File: config.mk
export PLATFORM = sky130hd
export DESIGN_NAME = seg7_scan_decoder
export DESIGN_NICKNAME = d
export VERILOG_FILES = /design/src/rtl/seg7_scan_decoder.sv
export SDC_FILE = /design/constraint.sdc
export NUM_CORES = 1
export LEC_CHECK = 0
export BUFFER_PORTS_ARGS = -buffer_cell sky130_fd_sc_hd__buf_2
export CELL_PAD_IN_SITES_DETAIL_PLACEMENT = 0
export CELL_PAD_IN_SITES_GLOBAL_PLACEMENT = 1
export CORE_MARGIN = 2
export CORE_UTILIZATION = 40
export CTS_CLUSTER_DIAMETER = 60
export CTS_CLUSTER_SIZE = 40
export DETAILED_ROUTE_END_ITERATION = 12
export MAX_ROUTING_LAYER = met4
export PLACE_DENSITY = 0.74
export SLEW_MARGIN = 20
export SYNTH_ARGS = -nofsm -noshare
export SYNTH_HDL_FRONTEND = slang
export SYNTH_SLANG_ARGS = --single-unit
export TNS_END_PERCENT = 30
File: constraint.sdc
create_clock -name clk -period 3.3 [get_ports clk]
set_input_delay 0.165 -clock clk [delete_from_list [all_inputs] [get_ports clk]]
set_output_delay 0.165 -clock clk [all_outputs]
set_load 0.01 [all_outputs]
File: src/rtl/seg7_scan_decoder.sv
// -----------------------------------------------------------------------------
// seg7_scan_decoder
//
// Receive-side monitor for a time-multiplexed 7-segment bus. It samples the
// segment lines and the active-low digit selects, waits until a (select,
// pattern) pair has been stable long enough to rule out transition ghosting,
// and then stores the decoded BCD value for that digit position. Each digit is
// captured at most once per dwell. When every digit has been captured a
// one-cycle frame_done pulse is produced and the per-digit valid flags restart.
//
// Parameters:
//   DIGITS         number of multiplexed digit positions (2..8)
//   STABLE_CYCLES  consecutive identical samples needed to accept a digit (1..15)
//
// Ports:
//   clk         system clock, all logic on the rising edge
//   n_rst       synchronous reset, active-low
//   n_en        capture enable, active-low; high blocks writes, outputs hold
//   seg[6:0]    segment lines, active-high, bit6=a ... bit0=g
//   dig_n       digit selects, active-low, one-hot-low when legal
//   digits      captured codes, digit i in bits [4i+3:4i]
//                 0..9 = decoded digit, F = blank, E = illegal pattern
//   dvalid      per-digit "captured in the current frame" flags
//   err         sticky flag, set when an illegal pattern is captured
//   frame_done  one-cycle pulse, the cycle after dvalid became all-ones
//
// Timing: inputs are registered once; a pattern applied from a given edge is
// first seen by the state machine one cycle later, so the capture state is
// reached 1 + STABLE_CYCLES edges after the inputs first appear, and the
// digit register is written at the end of that capture cycle.
//
// The internal signal 'state' (type state_t) is the state machine's state and
// is the intended probe point for checkers bound to this block.
// -----------------------------------------------------------------------------
module seg7_scan_decoder #(
    parameter int DIGITS        = 4,
    parameter int STABLE_CYCLES = 4
) (
    input  logic                  clk,
    input  logic                  n_rst,
    input  logic                  n_en,
    input  logic [6:0]            seg,
    input  logic [DIGITS-1:0]     dig_n,
    output logic [4*DIGITS-1:0]   digits,
    output logic [DIGITS-1:0]     dvalid,
    output logic                  err,
    output logic                  frame_done
);

    localparam int         IDX_W   = (DIGITS > 1) ? $clog2(DIGITS) : 1;
    localparam logic [3:0] CNT_MAX = 4'(STABLE_CYCLES);

    typedef enum logic [1:0] {
        IDLE    = 2'd0,
        SETTLE  = 2'd1,
        CAPTURE = 2'd2,
        HOLD    = 2'd3
    } state_t;

    state_t             state;
    state_t             state_next;

    // Registered copies of the bus; every decision below uses these only.
    logic [6:0]         seg_q;
    logic [DIGITS-1:0]  dig_q;

    // Select decode of the registered sample.
    logic [3:0]         low_cnt;
    logic               samp_valid;
    logic [IDX_W-1:0]   samp_idx;
    logic               samp_same;

    // Dwell tracking: which select/pattern is being timed and for how long.
    logic [IDX_W-1:0]   sel_idx;
    logic [IDX_W-1:0]   sel_idx_next;
    logic [6:0]         pat_q;
    logic [6:0]         pat_next;
    logic [3:0]         cnt;
    logic [3:0]         cnt_next;
    logic               do_restart;

    // Capture path.
    logic               cap_we;
    logic [3:0]         code;
    logic [4*DIGITS-1:0] digits_next;
    logic [DIGITS-1:0]  dvalid_next;

    // -------------------------------------------------------------------------
    // Segment decode
    // -------------------------------------------------------------------------
    function automatic logic [3:0] seg_decode(input logic [6:0] p);
        logic [3:0] c;
        case (p)
            7'b1111110: c = 4'h0;
            7'b0110000: c = 4'h1;
            7'b1101101: c = 4'h2;
            7'b1111001: c = 4'h3;
            7'b0110011: c = 4'h4;
            7'b1011011: c = 4'h5;
            7'b1011111: c = 4'h6;
            7'b1110000: c = 4'h7;
            7'b1111111: c = 4'h8;
            7'b1111011: c = 4'h9;
            7'b0000000: c = 4'hF;
            default:    c = 4'hE;
        endcase
        return c;
    endfunction

    // -------------------------------------------------------------------------
    // Input sample register. Reset leaves the bus looking idle (no select).
    // -------------------------------------------------------------------------
    always_ff @(posedge clk) begin
        if (!n_rst) begin
            seg_q <= 7'd0;
            dig_q <= '1;
        end else begin
            seg_q <= seg;
            dig_q <= dig_n;
        end
    end

    // -------------------------------------------------------------------------
    // Select validity: exactly one low bit. Zero or several low bits are
    // treated the same as "nothing selected".
    // -------------------------------------------------------------------------
    always_comb begin
        low_cnt  = 4'd0;
        samp_idx = '0;
        for (int i = 0; i < DIGITS; i++) begin
            if (!dig_q[i]) begin
                low_cnt  = low_cnt + 4'd1;
                samp_idx = IDX_W'(i);
            end
        end
        samp_valid = (low_cnt == 4'd1);
    end

    // The current sample continues the dwell being timed.
    assign samp_same = samp_valid && (samp_idx == sel_idx) && (seg_q == pat_q);

    // -------------------------------------------------------------------------
    // Dwell state machine: state register
    // -------------------------------------------------------------------------
    always_ff @(posedge clk) begin
        if (!n_rst) begin
            state   <= IDLE;
            cnt     <= 4'd0;
            sel_idx <= '0;
            pat_q   <= 7'd0;
        end else begin
            state   <= state_next;
            cnt     <= cnt_next;
            sel_idx <= sel_idx_next;
            pat_q   <= pat_next;
        end
    end

    // -------------------------------------------------------------------------
    // Dwell state machine: next state and capture strobe
    // -------------------------------------------------------------------------
    always_comb begin
        state_next   = state;
        cnt_next     = cnt;
        sel_idx_next = sel_idx;
        pat_next     = pat_q;
        cap_we       = 1'b0;
        do_restart   = 1'b0;

        case (state)
            IDLE: begin
                do_restart = 1'b1;
            end

            SETTLE: begin
                if (samp_same) begin
                    // Saturating count; SETTLE is only ever left at CNT_MAX.
                    cnt_next = (cnt < CNT_MAX) ? (cnt + 4'd1) : CNT_MAX;
                    if (cnt_next == CNT_MAX) begin
                        state_next = CAPTURE;
                    end
                end else begin
                    do_restart = 1'b1;
                end
            end

            CAPTURE: begin
                cap_we = !n_en;
                // A sample that already differs from the captured dwell starts
                // the next dwell straight away, so no sample is skipped.
                if (samp_same) begin
                    state_next = HOLD;
                end else begin
                    do_restart = 1'b1;
                end
            end

            HOLD: begin
                // One capture per dwell: stay here until the bus moves on.
                if (!samp_same) begin
                    do_restart = 1'b1;
                end
            end

            default: begin
                state_next = IDLE;
                cnt_next   = 4'd0;
            end
        endcase

        // Start timing the current sample as a new dwell, or fall back to IDLE
        // when nothing is selected. With STABLE_CYCLES=1 the first sample is
        // already enough, so the dwell goes straight to CAPTURE.
        if (do_restart) begin
            if (samp_valid) begin
                sel_idx_next = samp_idx;
                pat_next     = seg_q;
                cnt_next     = 4'd1;
                state_next   = (CNT_MAX == 4'd1) ? CAPTURE : SETTLE;
            end else begin
                cnt_next     = 4'd0;
                state_next   = IDLE;
            end
        end
    end

    // -------------------------------------------------------------------------
    // Capture datapath
    // -------------------------------------------------------------------------
    assign code = seg_decode(pat_q);

    always_comb begin
        digits_next = digits;
        // Completed frame: flags restart before this cycle's capture is
        // applied, so a capture landing on the clear counts for the next frame.
        dvalid_next = (&dvalid) ? '0 : dvalid;
        if (cap_we) begin
            for (int i = 0; i < DIGITS; i++) begin
                if (sel_idx == IDX_W'(i)) begin
                    digits_next[4*i +: 4] = code;
                    dvalid_next[i]        = 1'b1;
                end
            end
        end
    end

    always_ff @(posedge clk) begin
        if (!n_rst) begin
            digits     <= {DIGITS{4'hF}};
            dvalid     <= '0;
            err        <= 1'b0;
            frame_done <= 1'b0;
        end else begin
            digits     <= digits_next;
            dvalid     <= dvalid_next;
            frame_done <= &dvalid;
            if (cap_we && (code == 4'hE)) begin
                err <= 1'b1;
            end
        end
    end

endmodule
==> out/results.tsv <==
stage	metric	value	unit
status	status	finished clean	
min_path	Min-Delay Path Class	in2reg	
routing	router iterations before antenna repair	4	
cts	CTS resizes	0	
global_route	Tot GR Track Use	15.9	%
yosys	Post-synth EDFFs	0	
worst_setup_path	Setup crit start kind	register	
global_route	initial antenna violation count	0	
placed_design	PortBufs	35	
cts	CTS Buffer Depth	2	
timing	Period Utilization, post-route	81.0	%
timing	Worst Skew	0.00659	ns
cts	CTS tree	built	
timing	minimum clock period	2.67	ns
floorplan	boundary pin count	36	
routing	DR WL/cell	12.3	microns
floorplan	Initial Utilization	41.5	%
yosys	Post-synth top flop	dfxtp_1	
yosys	Mapped Avg Cell Area	8.58	sq um
worst_setup_path	Worst path depth	8	
cts	CTS Buf Count	5	
layout	ANT cells	0	
layout	area taken by multi-input logic gates	0.00107	sq mm
layout	Area Growth Syn to Fin	16.7	%
power_and_ir_drop	peak supply drop	0.000253	V
yosys	register area share after synthesis	45.4	%
floorplan	die area	0.00589	sq mm
timing	Setup Total Neg Slack	0	ns
power_and_ir_drop	LEAKAGE	0.00100	uW
cts	Clock Tree Root	clkbuf_8	
layout	most frequent cells in the layout	dfxtp_1 (48), nand2_1 (39), buf_2 (35)	
yosys	syn_nets	265	
worst_setup_path	R2R cell count	8	
layout	Final Non-Filler Cells	345	
layout	Fillers	488	
flow_run	max cap viols	0	
routing	routed wire length	4.25	mm
yosys	Distinct cells, synth	42	
worst_setup_path	Arr. time, crit path	2.90	ns
routing	Remaining DRCs	0	
yosys	Mapped Cells	247	
timing	setup violators final	0	
worst_setup_path	CP max stage delay	0.48	ns
layout	proportion of layout cells with a drive suffix above 1	18.2	%
yosys	yosys warns	0	
floorplan	Die Y	76.8	microns
power_and_ir_drop	pwr dens	542	mW/mm^2
cts	Clk Latency, worst-skew pair	0.30	ns
timing	Final Hold Violating Endpoints	0	
routing	vias per cell	5.01	
worst_setup_path	Largest delay share family, worst path	compound AO/OA/AOI/OAI gates	
cts	CTS H-tree lvls	2	
placed_design	placer's final routability congestion estimate	0.824	
cts	postcts setup bufs	0	
worst_setup_path	CP Cell Sequence	inv_1, ha_1, xnor2_1, ha_1, or3_4, o22ai_4, a21boi_2, mux2i_1	
yosys	mapped cell area	0.00212	sq mm
layout	Final nets	292	
cts	CTS clk-pin slew, worst paths	0.09	ns
timing	Highest Clock Rate	374	MHz
cts	Num Clock Sinks	48	
routing	Iter 0 DRT Violations	46	
worst_setup_path	Setup Crit Path Kind	reg2reg	
global_route	first-pass GRT wire length	7.39	mm
layout	FF/Latch Area	961	sq um
worst_setup_path	Crit path buffers/inverters	1	
yosys	Post-synth ARST share	0	%
routing	Routed Antenna Nets	0	
worst_setup_path	CP Capture Type	register	
global_route	GR Overflow Total	0	
cts	hold buffer count at CTS	0	
timing	Least-Margin Pin Slew	0.633	ns
worst_setup_path	critical-path maximum fanout	7	
placed_design	Final HPWL DP	3.09	mm
yosys	register bit total from synthesis	48	
timing	max_slew headroom	57.8	%
floorplan	Rows	26	
floorplan	Core Region	0.00511	sq mm
global_route	largest net degree at the start of global routing	39	
placed_design	dpl cells	337	
worst_setup_path	Slowest-stage cell, CP	a21boi_2	
min_path	WHS Path Cells	2	
layout	most common cell after layout, fill and taps aside	dfxtp_1	
routing	Vias	1727	
timing	RSZ-0062 raised after global routing	no	
timing	Slew Viols, Final	0	
floorplan	DIE WIDTH	76.8	microns
worst_setup_path	CP Data Required Time	3.52	ns
global_route	vias in the first global route	1650	
worst_setup_path	most used cell, CP	ha_1	
-- logic make-up (layout without fill, tap and decap cells) --
logic type | count (synthesis) | count (layout) | synth area share [%]
AOI/OAI and AO/OA | 45 | 45 | 14.4
xor gates and xnor gates | 10 | 10 | 4.13
adders and majority gates | 4 | 4 | 2.36
buffers and inverters | 20 | 48 | 4.13
DFF | 48 | 48 | 45.4
muxes | 8 | 8 | 3.78
and+or+nand+nor | 112 | 112 | 25.9
-- worst reg2reg max path: stages (launching register included) --
cell and delay (ns):
dfxtp_1 0.36, inv_1 0.05, ha_1 0.30, xnor2_1 0.27
ha_1 0.28, or3_4 0.38, o22ai_4 0.23, a21boi_2 0.48
mux2i_1 0.25
-- stage by stage --
step / cell area [sq um] / utilization, % / total power, uW / setup slack, ns / hold WS, ns
floorplan: 2120 / - / 753 / 1.02 / 0.266
global placement: 2310 / 45.3 / 781 / 0.749 / 0.347
detailed placement: 2310 / 45.3 / 782 / 0.647 / 0.350
CTS: 2470 / 48.4 / 1360 / 0.591 / 0.0304
global route: 2470 / 48.4 / 1400 / 0.448 / 0.0336
finish: 2470 / 48.4 / 1340 / 0.626 / 0.0394
-- path summary, 6_finish.rpt --
kind,start,endpoint,slack (ns)
max,dig_q[1],pat_q[2],0.63
min,dig_n[0],dig_q[0],0.04
max reg2reg,dig_q[1],pat_q[2],0.63
min reg2reg,cnt[3],cnt[3],0.47
-- state kept, by name, summed over array words and instances, names as in the netlist --
name,flops
seg_q,7
dvalid,4
dig_q,4
sel_idx,2
err,1
pat_q,7
cnt,4
state,2
frame_done,1
digits,16
-- where the power goes --
part           internal, uW  total (uW)  switching, uW
Sequential              598         629           31.5
Combinational          60.4         139           78.1
Clock                   379         573            194
Total                  1040        1340            304
-- cell usage after synthesis, types with 2 or more instances --
library cell	instances	area [sq um]
dfxtp_1	48	961
nand2_1	39	146
nor2_1	20	75.1
a21oi_1	15	75.1
nor3_1	13	65.1
clkbuf_1	10	37.5
o211ai_1	9	67.6
and2_1	8	50.1
mux2i_1	8	80.1
xnor2_1	7	61.3
a31oi_1	6	37.5
nand2b_1	6	37.5
inv_1	5	18.8
ha_1	4	50.1
nand3_1	4	20.0
buf_2	3	15.0
nand3b_1	3	22.5
nand4_1	3	18.8
nor2b_1	3	18.8
o21ai_0	3	15.0
or2_2	3	18.8
xor2_1	3	26.3
and3_1	2	12.5
nor3b_1	2	15.0
o22ai_1	2	12.5
or3_1	2	12.5
-- layer usage --
layer  routed length, microns  vias to the layer above  global-route usage, %
met5                        0                        -                      -
met4                       55                        0                   5.27
met3                      202                        5                   3.88
met2                     1990                       42                   28.0
met1                     2010                      777                   17.6
li1                         -                      903                      -
-- final cells by class --
type | count | share of cell area [%]
Multi-Input combinational cell | 179 | 43.3
Sequential cell | 48 | 38.9
Timing Repair Buffer | 35 | 7.09
Clock inverter | 3 | 3.65
Tap cell | 70 | 3.54
Clock buffer | 5 | 2.78
Inverter | 5 | 0.759
Power figures use the tool's default switching activity.
